File: src/rtl/mem_access_unit.sv
// MEM-stage load/store unit in front of a word-wide, big-endian data RAM.
// Checks alignment, extracts and extends sub-word loads, and performs SB/SH
// as a read-modify-write: one stalled read cycle, then one write cycle.
module mem_access_unit #(
  parameter int ADDR_WIDTH = 10
) (
  input  logic                  clk,
  input  logic                  rst,
  input  logic                  req_valid,
  input  logic                  req_store,
  input  logic [1:0]            req_size,
  input  logic                  req_signed,
  input  logic [ADDR_WIDTH-1:0] req_addr,
  input  logic [31:0]           req_wdata,
  output logic [31:0]           load_data,
  output logic                  fault,
  output logic                  stall,
  output logic [ADDR_WIDTH-1:0] ram_addr,
  output logic [31:0]           ram_wdata,
  output logic                  ram_mem_write,
  output logic                  ram_mem_read,
  input  logic [31:0]           ram_rdata
);

  typedef enum logic {IDLE = 1'b0, RMW_WRITE = 1'b1} state_t;

  state_t                state_q, state_d;
  logic [31:0]           rmw_buf_q, rmw_buf_d;
  logic [31:0]           hold_wdata_q, hold_wdata_d;
  logic [ADDR_WIDTH-1:0] hold_waddr_q, hold_waddr_d;
  logic [1:0]            hold_off_q, hold_off_d;
  logic [1:0]            hold_size_q, hold_size_d;

  logic [ADDR_WIDTH-1:0] waddr;
  logic [1:0]            off;
  logic                  aligned;
  logic [7:0]            ld_byte;
  logic [15:0]           ld_half;
  logic [31:0]           ld_ext;
  logic [4:0]            mshift;
  logic [31:0]           lane_mask, lane_ins, merged;

  assign waddr = {req_addr[ADDR_WIDTH-1:2], 2'b00};
  assign off   = req_addr[1:0];

  // Alignment rule per access size; reserved size never passes.
  always_comb begin
    aligned = 1'b0;
    case (req_size)
      2'b00:   aligned = 1'b1;
      2'b01:   aligned = ~req_addr[0];
      2'b10:   aligned = (req_addr[1:0] == 2'b00);
      default: aligned = 1'b0;
    endcase
  end

  // Load lane select (big-endian: offset 0 is the MSB lane) and extension.
  // ~off gives 3-off, so {~off,3'b0} is the right shift to bring the lane down.
  always_comb begin
    ld_byte = 8'(ram_rdata >> {~off, 3'b000});
    ld_half = off[1] ? ram_rdata[15:0] : ram_rdata[31:16];
    case (req_size)
      2'b00:   ld_ext = {{24{req_signed & ld_byte[7]}}, ld_byte};
      2'b01:   ld_ext = {{16{req_signed & ld_half[15]}}, ld_half};
      default: ld_ext = ram_rdata;
    endcase
  end

  // Merge the held store lane into the buffered RAM word.
  always_comb begin
    if (hold_size_q == 2'b00) begin
      mshift    = {~hold_off_q, 3'b000};
      lane_mask = 32'h0000_00FF << mshift;
      lane_ins  = {24'b0, hold_wdata_q[7:0]} << mshift;
    end else begin
      mshift    = {~hold_off_q[1], 4'b0000};
      lane_mask = 32'h0000_FFFF << mshift;
      lane_ins  = {16'b0, hold_wdata_q[15:0]} << mshift;
    end
    merged = (rmw_buf_q & ~lane_mask) | lane_ins;
  end

  // Next-state and output decode; everything is forced low while in reset.
  always_comb begin
    state_d       = state_q;
    rmw_buf_d     = rmw_buf_q;
    hold_wdata_d  = hold_wdata_q;
    hold_waddr_d  = hold_waddr_q;
    hold_off_d    = hold_off_q;
    hold_size_d   = hold_size_q;
    load_data     = 32'b0;
    fault         = 1'b0;
    stall         = 1'b0;
    ram_addr      = '0;
    ram_wdata     = 32'b0;
    ram_mem_write = 1'b0;
    ram_mem_read  = 1'b0;
    if (!rst) begin
      case (state_q)
        IDLE: begin
          if (req_valid) begin
            if (!aligned) begin
              fault = 1'b1;
            end else if (!req_store) begin
              ram_mem_read = 1'b1;
              ram_addr     = waddr;
              load_data    = ld_ext;
            end else if (req_size == 2'b10) begin
              ram_mem_write = 1'b1;
              ram_addr      = waddr;
              ram_wdata     = req_wdata;
            end else begin
              ram_mem_read = 1'b1;
              ram_addr     = waddr;
              stall        = 1'b1;
              rmw_buf_d    = ram_rdata;
              hold_waddr_d = waddr;
              hold_off_d   = off;
              hold_size_d  = req_size;
              hold_wdata_d = req_wdata;
              state_d      = RMW_WRITE;
            end
          end
        end
        RMW_WRITE: begin
          ram_mem_write = 1'b1;
          ram_addr      = hold_waddr_q;
          ram_wdata     = merged;
          state_d       = IDLE;
        end
        default: state_d = IDLE;
      endcase
    end
  end

  // State and RMW holding registers.
  always_ff @(posedge clk or posedge rst) begin
    if (rst) begin
      state_q      <= IDLE;
      rmw_buf_q    <= 32'b0;
      hold_wdata_q <= 32'b0;
      hold_waddr_q <= '0;
      hold_off_q   <= 2'b0;
      hold_size_q  <= 2'b0;
    end else begin
      state_q      <= state_d;
      rmw_buf_q    <= rmw_buf_d;
      hold_wdata_q <= hold_wdata_d;
      hold_waddr_q <= hold_waddr_d;
      hold_off_q   <= hold_off_d;
      hold_size_q  <= hold_size_d;
    end
  end

endmodule

File: config.mk
export PLATFORM = sky130hd
export DESIGN_NAME = mem_access_unit
export DESIGN_NICKNAME = d
export VERILOG_FILES = /design/src/rtl/mem_access_unit.sv
export SDC_FILE = /design/constraint.sdc
export NUM_CORES = 1
export LEC_CHECK = 0
export BUFFER_PORTS_ARGS = -buffer_cell sky130_fd_sc_hd__buf_2
export CAP_MARGIN = 15
export CELL_PAD_IN_SITES_DETAIL_PLACEMENT = 0
export CELL_PAD_IN_SITES_GLOBAL_PLACEMENT = 2
export CORE_ASPECT_RATIO = 0.8
export CORE_MARGIN = 2
export CORE_UTILIZATION = 31
export CTS_CLUSTER_SIZE = 10
export DETAILED_ROUTE_END_ITERATION = 7
export PLACE_DENSITY = 0.85
export SYNTH_ARGS = -nofsm -noshare
export SYNTH_HDL_FRONTEND = slang
export SYNTH_SLANG_ARGS = --single-unit
File: constraint.sdc
create_clock -name clk -period 4.7 [get_ports clk]
set_input_delay 0.235 -clock clk [delete_from_list [all_inputs] [get_ports clk]]
set_output_delay 0.235 -clock clk [all_outputs]
set_load 0.02 [all_outputs]
* Word level (Yosys, flattened, before mapping)
Cells that the tools add are included.
** Word-level totals
- Register bits after elaboration :: 61
- Input port bits :: 81
- Logic and storage cells :: 71
** Operators by class
- Eq/ne operators :: 2
- Shifts and indexed selects :: 5
- Multiplexer cells :: 42
- Bitwise gates (word level) :: 12
- Reductions and logical operators :: 4
** Operators by type and width (number)
- 32-bit two-way mux :: 12
- 32-bit one-hot mux with 2 select lines :: 2
- 32-bit AND :: 1
- 32-bit inverter :: 1
- 32-bit OR :: 1
- 16-bit by 5-bit left shift with 32-bit output :: 1
- 16-bit by 5-bit left shift with 32-bit output (first input constant) :: 1
- 8-bit by 5-bit left shift with 32-bit output :: 1
- 8-bit by 5-bit left shift with 32-bit output (first input constant) :: 1
- 32-bit by 5-bit >> shifter with 8-bit output :: 1
- 10-bit two-way mux :: 3
- 1-bit two-way mux :: 20
- 10-bit one-hot mux with 2 select lines :: 1
- 16-bit two-way mux :: 1
- 2-bit logical NOT :: 3
- 6-bit AND reduction :: 1
- 1-bit inverter :: 5
- 2-bit inverter :: 2
- 1-bit one-hot mux with 2 select lines :: 2
- 1-bit one-hot mux with 3 select lines :: 1
- 1-bit AND :: 2
- 2-bit by 1-bit == test with 1-bit output (second input constant) :: 1
- 2-bit == test (second input constant) :: 1

* Longest topological paths before layout
- Depth after elaboration :: 9
- Depth in mapped cells :: 6
- Mapped depth without buffers :: 4

* Worst setup path before layout
Ideal clock, no wire load.
- Path kind :: input-to-output
- Start :: input port rst
- End :: output port ram_wdata[18]
- Data arrival time :: 2.973 ns
- Data required time :: 4.465 ns
- Setup slack :: 1.492 ns
- Stages on the path :: 5
- Path buffers :: 2
- Path through :: clkbuf_1 > inv_1 > a22oi_1 > buf_2 > a311oi_1
** On the way
- Word-level cells in the longest chain between the ends :: 1
** Ends and longest elaborated chain
- start: declaration :: RTL line 8 : input logic rst,
- 32-bit two-way mux :: RTL line 98 : if (!rst) begin
- end: declaration :: RTL line 19 : output logic [31:0] ram_wdata,
No other way between the ends.

* Worst setup path in the final report
- Start :: register hold_off_q[0]
- End :: output port ram_wdata[14]
** On the way
- Word-level cells in the longest chain between the ends :: 8
- Elaborated cells on any way between the ends :: 10
- Those cells by class :: shift (2); mux (4); bitwise (4)
** Ends and longest elaborated chain
- start: declaration :: RTL line 31 : logic [1:0] hold_off_q, hold_off_d;
- start signal: assignment :: RTL line 150 : hold_off_q <= hold_off_d;
- 2-bit inverter * :: RTL line 72 : mshift = {~hold_off_q, 3'b000};
- 8-bit by 5-bit left shift with 32-bit output :: RTL line 73 : lane_mask = 32'h0000_00FF << mshift;
- 32-bit two-way mux :: RTL line 71 : if (hold_size_q == 2'b00) begin
- 32-bit inverter :: RTL line 80 : merged = (rmw_buf_q & ~lane_mask) | lane_ins;
- 32-bit AND :: RTL line 80
- 32-bit OR * :: RTL line 80
- 32-bit one-hot mux with 2 select lines * :: RTL line 99 : case (state_q)
- 32-bit two-way mux * :: RTL line 98
Every way passes the cells marked *; elsewhere a longest branch is shown, timed or not.

==> impl_results.rst <==
.. list-table::
   :header-rows: 1

   * - Metric
     - Value
   * - Vias/cell
     - 5.19
   * - Growth of design area from synthesis to finish
     - 26.1%
   * - Port Buf Inserts
     - 156
   * - Total die area
     - 14,600 µm²
   * - Overall fraction of global-route tracks in use
     - 19.5%
   * - Mapped cell area
     - 4240 µm²
   * - CTS Hold Buffers Added
     - 0
   * - Total length of routed wires
     - 14,300 µm
   * - Die Y
     - 109 µm
   * - CTS tree
     - built
   * - Launching element type of the critical path
     - register
   * - Ys Warns
     - 0
   * - Worst Hold Class
     - input pin to register
   * - Area of placed instances
     - 5050 µm²
   * - Critical Path Sink Type
     - output pin
   * - Setup skew after layout
     - 5.80 ps
   * - EDFF count, synth
     - 0
   * - Top library cells by usage in the layout, fill and taps aside
     - 156 x sky130_fd_sc_hd__buf_2, 60 x sky130_fd_sc_hd__dfrtp_1, 55 x sky130_fd_sc_hd__nor2_1
   * - Number of violations of the max-capacitance limit
     - 0
   * - Worst relative slew slack
     - 36.5%
   * - Top cells by area in the synthesized netlist
     - sky130_fd_sc_hd__dfrtp_1 36%, sky130_fd_sc_hd__mux2_4 9.6%, sky130_fd_sc_hd__mux2_2 7.7%
   * - P per Cell Area
     - 366 nW/µm²
   * - Most common library cell in the layout ignoring fill and taps
     - sky130_fd_sc_hd__buf_2
   * - Synthesized area divided by synthesized cell count
     - 8.98 µm²
   * - Required time worst endpoint
     - 4470 ps
   * - Die span in x
     - 135 µm
   * - Slew @ Worst Pin
     - 952 ps
   * - Post-route cell area
     - 5340 µm²
   * - Placer congestion estimate
     - 0.819
   * - DRT Pass-1 Iters
     - 6
   * - Maximum buffer depth of the clock tree
     - 2
   * - Cell leakage power
     - 2.64 nW
   * - Dominant synthesized flop cell
     - sky130_fd_sc_hd__dfrtp_1
   * - Number of standard-cell rows in the floorplan
     - 38
   * - Sequential area share after synthesis
     - 36.0%
   * - Post-DRT Antenna Nets
     - 0
   * - Wire length of the first global-routing pass
     - 22,000 µm
   * - Clock slew seen by the registers of the worst setup and hold paths
     - 60 ps
   * - Distinct cell type count of the synthesized netlist
     - 44
   * - FF+latch count, synth
     - 61
   * - Count of final hold-check violations
     - 0
   * - FILL cells
     - 1,371
   * - Gate Count Post-Synth
     - 472
   * - Via count of the first global-routing pass
     - 3,939
   * - Setup TNS Final
     - 0 ps
   * - Antenna Diode Count
     - 0
   * - Unrepaired setup endpoints after global routing
     - false
   * - FFs w/ async S/R, synth
     - 100%
   * - Post-CTS Setup Bufs
     - 0
   * - Post-synth top area cell
     - sky130_fd_sc_hd__dfrtp_1
   * - Outcome
     - complete, no violations
   * - Number of violations reported at the end of detailed-routing iteration 0
     - 294
   * - Max Freq
     - 378 MHz
   * - Starting density of the core
     - 31.5%
   * - Total number of vias
     - 4,093
   * - Net count, final
     - 684
   * - Antenna violations before repair
     - 0
   * - CTS buffer count
     - 9
   * - Data arrival time of the worst path
     - 2410 ps
   * - Top-level port count
     - 159
   * - Maximum level of the CTS H-tree
     - 3
   * - Max VDD drop
     - 0.000179 V
   * - Time the final worst path needs with I/O delays and setup
     - 2640 ps
   * - Maximum number of pins on one net before global-route repair
     - 72
   * - Number of sinks handled by clock tree synthesis
     - 61
   * - Total of cells resized after clock tree synthesis
     - 0
   * - Placeable core region
     - 13,500 µm²
   * - Routed WL per cell
     - 18.2 µm
   * - Type of the worst setup path
     - register to output pin
   * - Period Utilization, post-route
     - 56.3%
   * - Clock latency reported for the late side of the worst-skew pair
     - 330 ps
   * - Setup Viol. Count Final
     - 0
   * - Library cell used as clock root buffer
     - sky130_fd_sc_hd__clkbuf_16
   * - Fraction of synthesized cell area taken by the top area cell type
     - 36.0%
   * - Sum of overflow across all layers after global routing
     - 0
   * - Largest fanout of any net on the critical path
     - 18
   * - Count of final max-slew check failures
     - 0
   * - # DRC
     - 0
   * - DP Wirelength
     - 10,900 µm
   * - Layout cell share with drive strength beyond 1
     - 40.6%
==> stage by stage <==
stage	utilization (%)	worst slack (ps)	power, mW	hold WS [ps]	std cells
after CTS	39.7	1850	1.97	137	787
after global placement	37.5	2020	1.33	470	771
after floorplan	-	1490	1.15	370	473
after detailed placement	37.5	1840	1.34	479	771
after global routing	39.7	1870	2.07	140	788
final	39.7	2060	1.95	143	788
==> state kept, by name, indices dropped and copies added (netlist names) <==
| name | count |
|---|---|
| hold_off_q | 2 |
| hold_size_q | 2 |
| hold_waddr_q | 8 |
| hold_wdata_q | 16 |
| rmw_buf_q | 32 |
| state_q | 1 |
==> path summary, 6_finish.rpt <==
| path | start | endpoint | cells past startpoint | slack, ps |
|---|---|---|---|---|
| setup reg to reg | state_q | rmw_buf_q[16] | 5 | 2400 |
| min in group asynchronous | rst | rmw_buf_q[31] | 3 | 260 |
| hold / removal | req_addr[2] | hold_waddr_q[2] | 2 | 140 |
| max in group asynchronous | rst | state_q | 3 | 3910 |
| hold reg to reg | hold_waddr_q[2] | hold_waddr_q[2] | 1 | 490 |
| setup / recovery | hold_off_q[0] | ram_wdata[14] | 5 | 2060 |
==> worst max-delay path: stages (launching register included) <==
cell,delay [ps]
sky130_fd_sc_hd__dfrtp_1,660
sky130_fd_sc_hd__nor3b_1,330
sky130_fd_sc_hd__nand2b_1,350
sky130_fd_sc_hd__nand2_1,140
sky130_fd_sc_hd__a311oi_1,370
sky130_fd_sc_hd__buf_2,230
==> Yosys cell counts, types with 10 or more instances <==
cell	number
sky130_fd_sc_hd__inv_1	31
sky130_fd_sc_hd__o21ai_0	28
sky130_fd_sc_hd__mux2_4	27
sky130_fd_sc_hd__clkbuf_1	20
sky130_fd_sc_hd__mux2_2	29
sky130_fd_sc_hd__a22oi_1	15
sky130_fd_sc_hd__nand2b_1	10
sky130_fd_sc_hd__a21oi_1	25
sky130_fd_sc_hd__nor2_1	55
sky130_fd_sc_hd__nand2_1	49
sky130_fd_sc_hd__a311oi_1	18
sky130_fd_sc_hd__buf_2	10
sky130_fd_sc_hd__dfrtp_1	61
sky130_fd_sc_hd__nor3_1	12
==> cells by family after synthesis <==
kind of cell           after synthesis  share of synthesized area [%]
and+or+nand+nor                    152                           16.8
muxes                               60                           18.3
AOI/OAI and AO/OA                  125                           20.6
buffers and inverters               73                           8.24
DFF                                 61                           36.0
other                                1                         0.0885
==> power by group <==
group | total (mW) | switching [mW] | internal, mW
combinational | 0.529 | 0.270 | 0.259
sequential | 0.805 | 0.145 | 0.661
clock | 0.620 | 0.246 | 0.374
total | 1.95 | 0.661 | 1.29
==> layer usage <==
layer / share of wire (%) / up-vias / GRT usage [%] / routed length (µm)
li1: - / 1954 / - / -
met1: 48 / 1987 / 28.0 / 6810
met2: 45 / 145 / 30.5 / 6480
met3: 6.6 / 7 / 4.41 / 943
met4: 0.50 / 0 / 3.23 / 72
met5: 0 / - / 0 / 0
==> area by class of cell <==
cell class	count	area (µm²)	area share, %
Inverter	31	116	2.18
Clock inverter	6	46.3	0.866
Timing Repair Buffer	161	818	15.3
Multi-Input combinational cell	339	2370	44.4
Sequential cell	61	1530	28.6
Tap cell	180	225	4.21
Clock buffer	10	239	4.47
(Power assumes the default switching activity.)
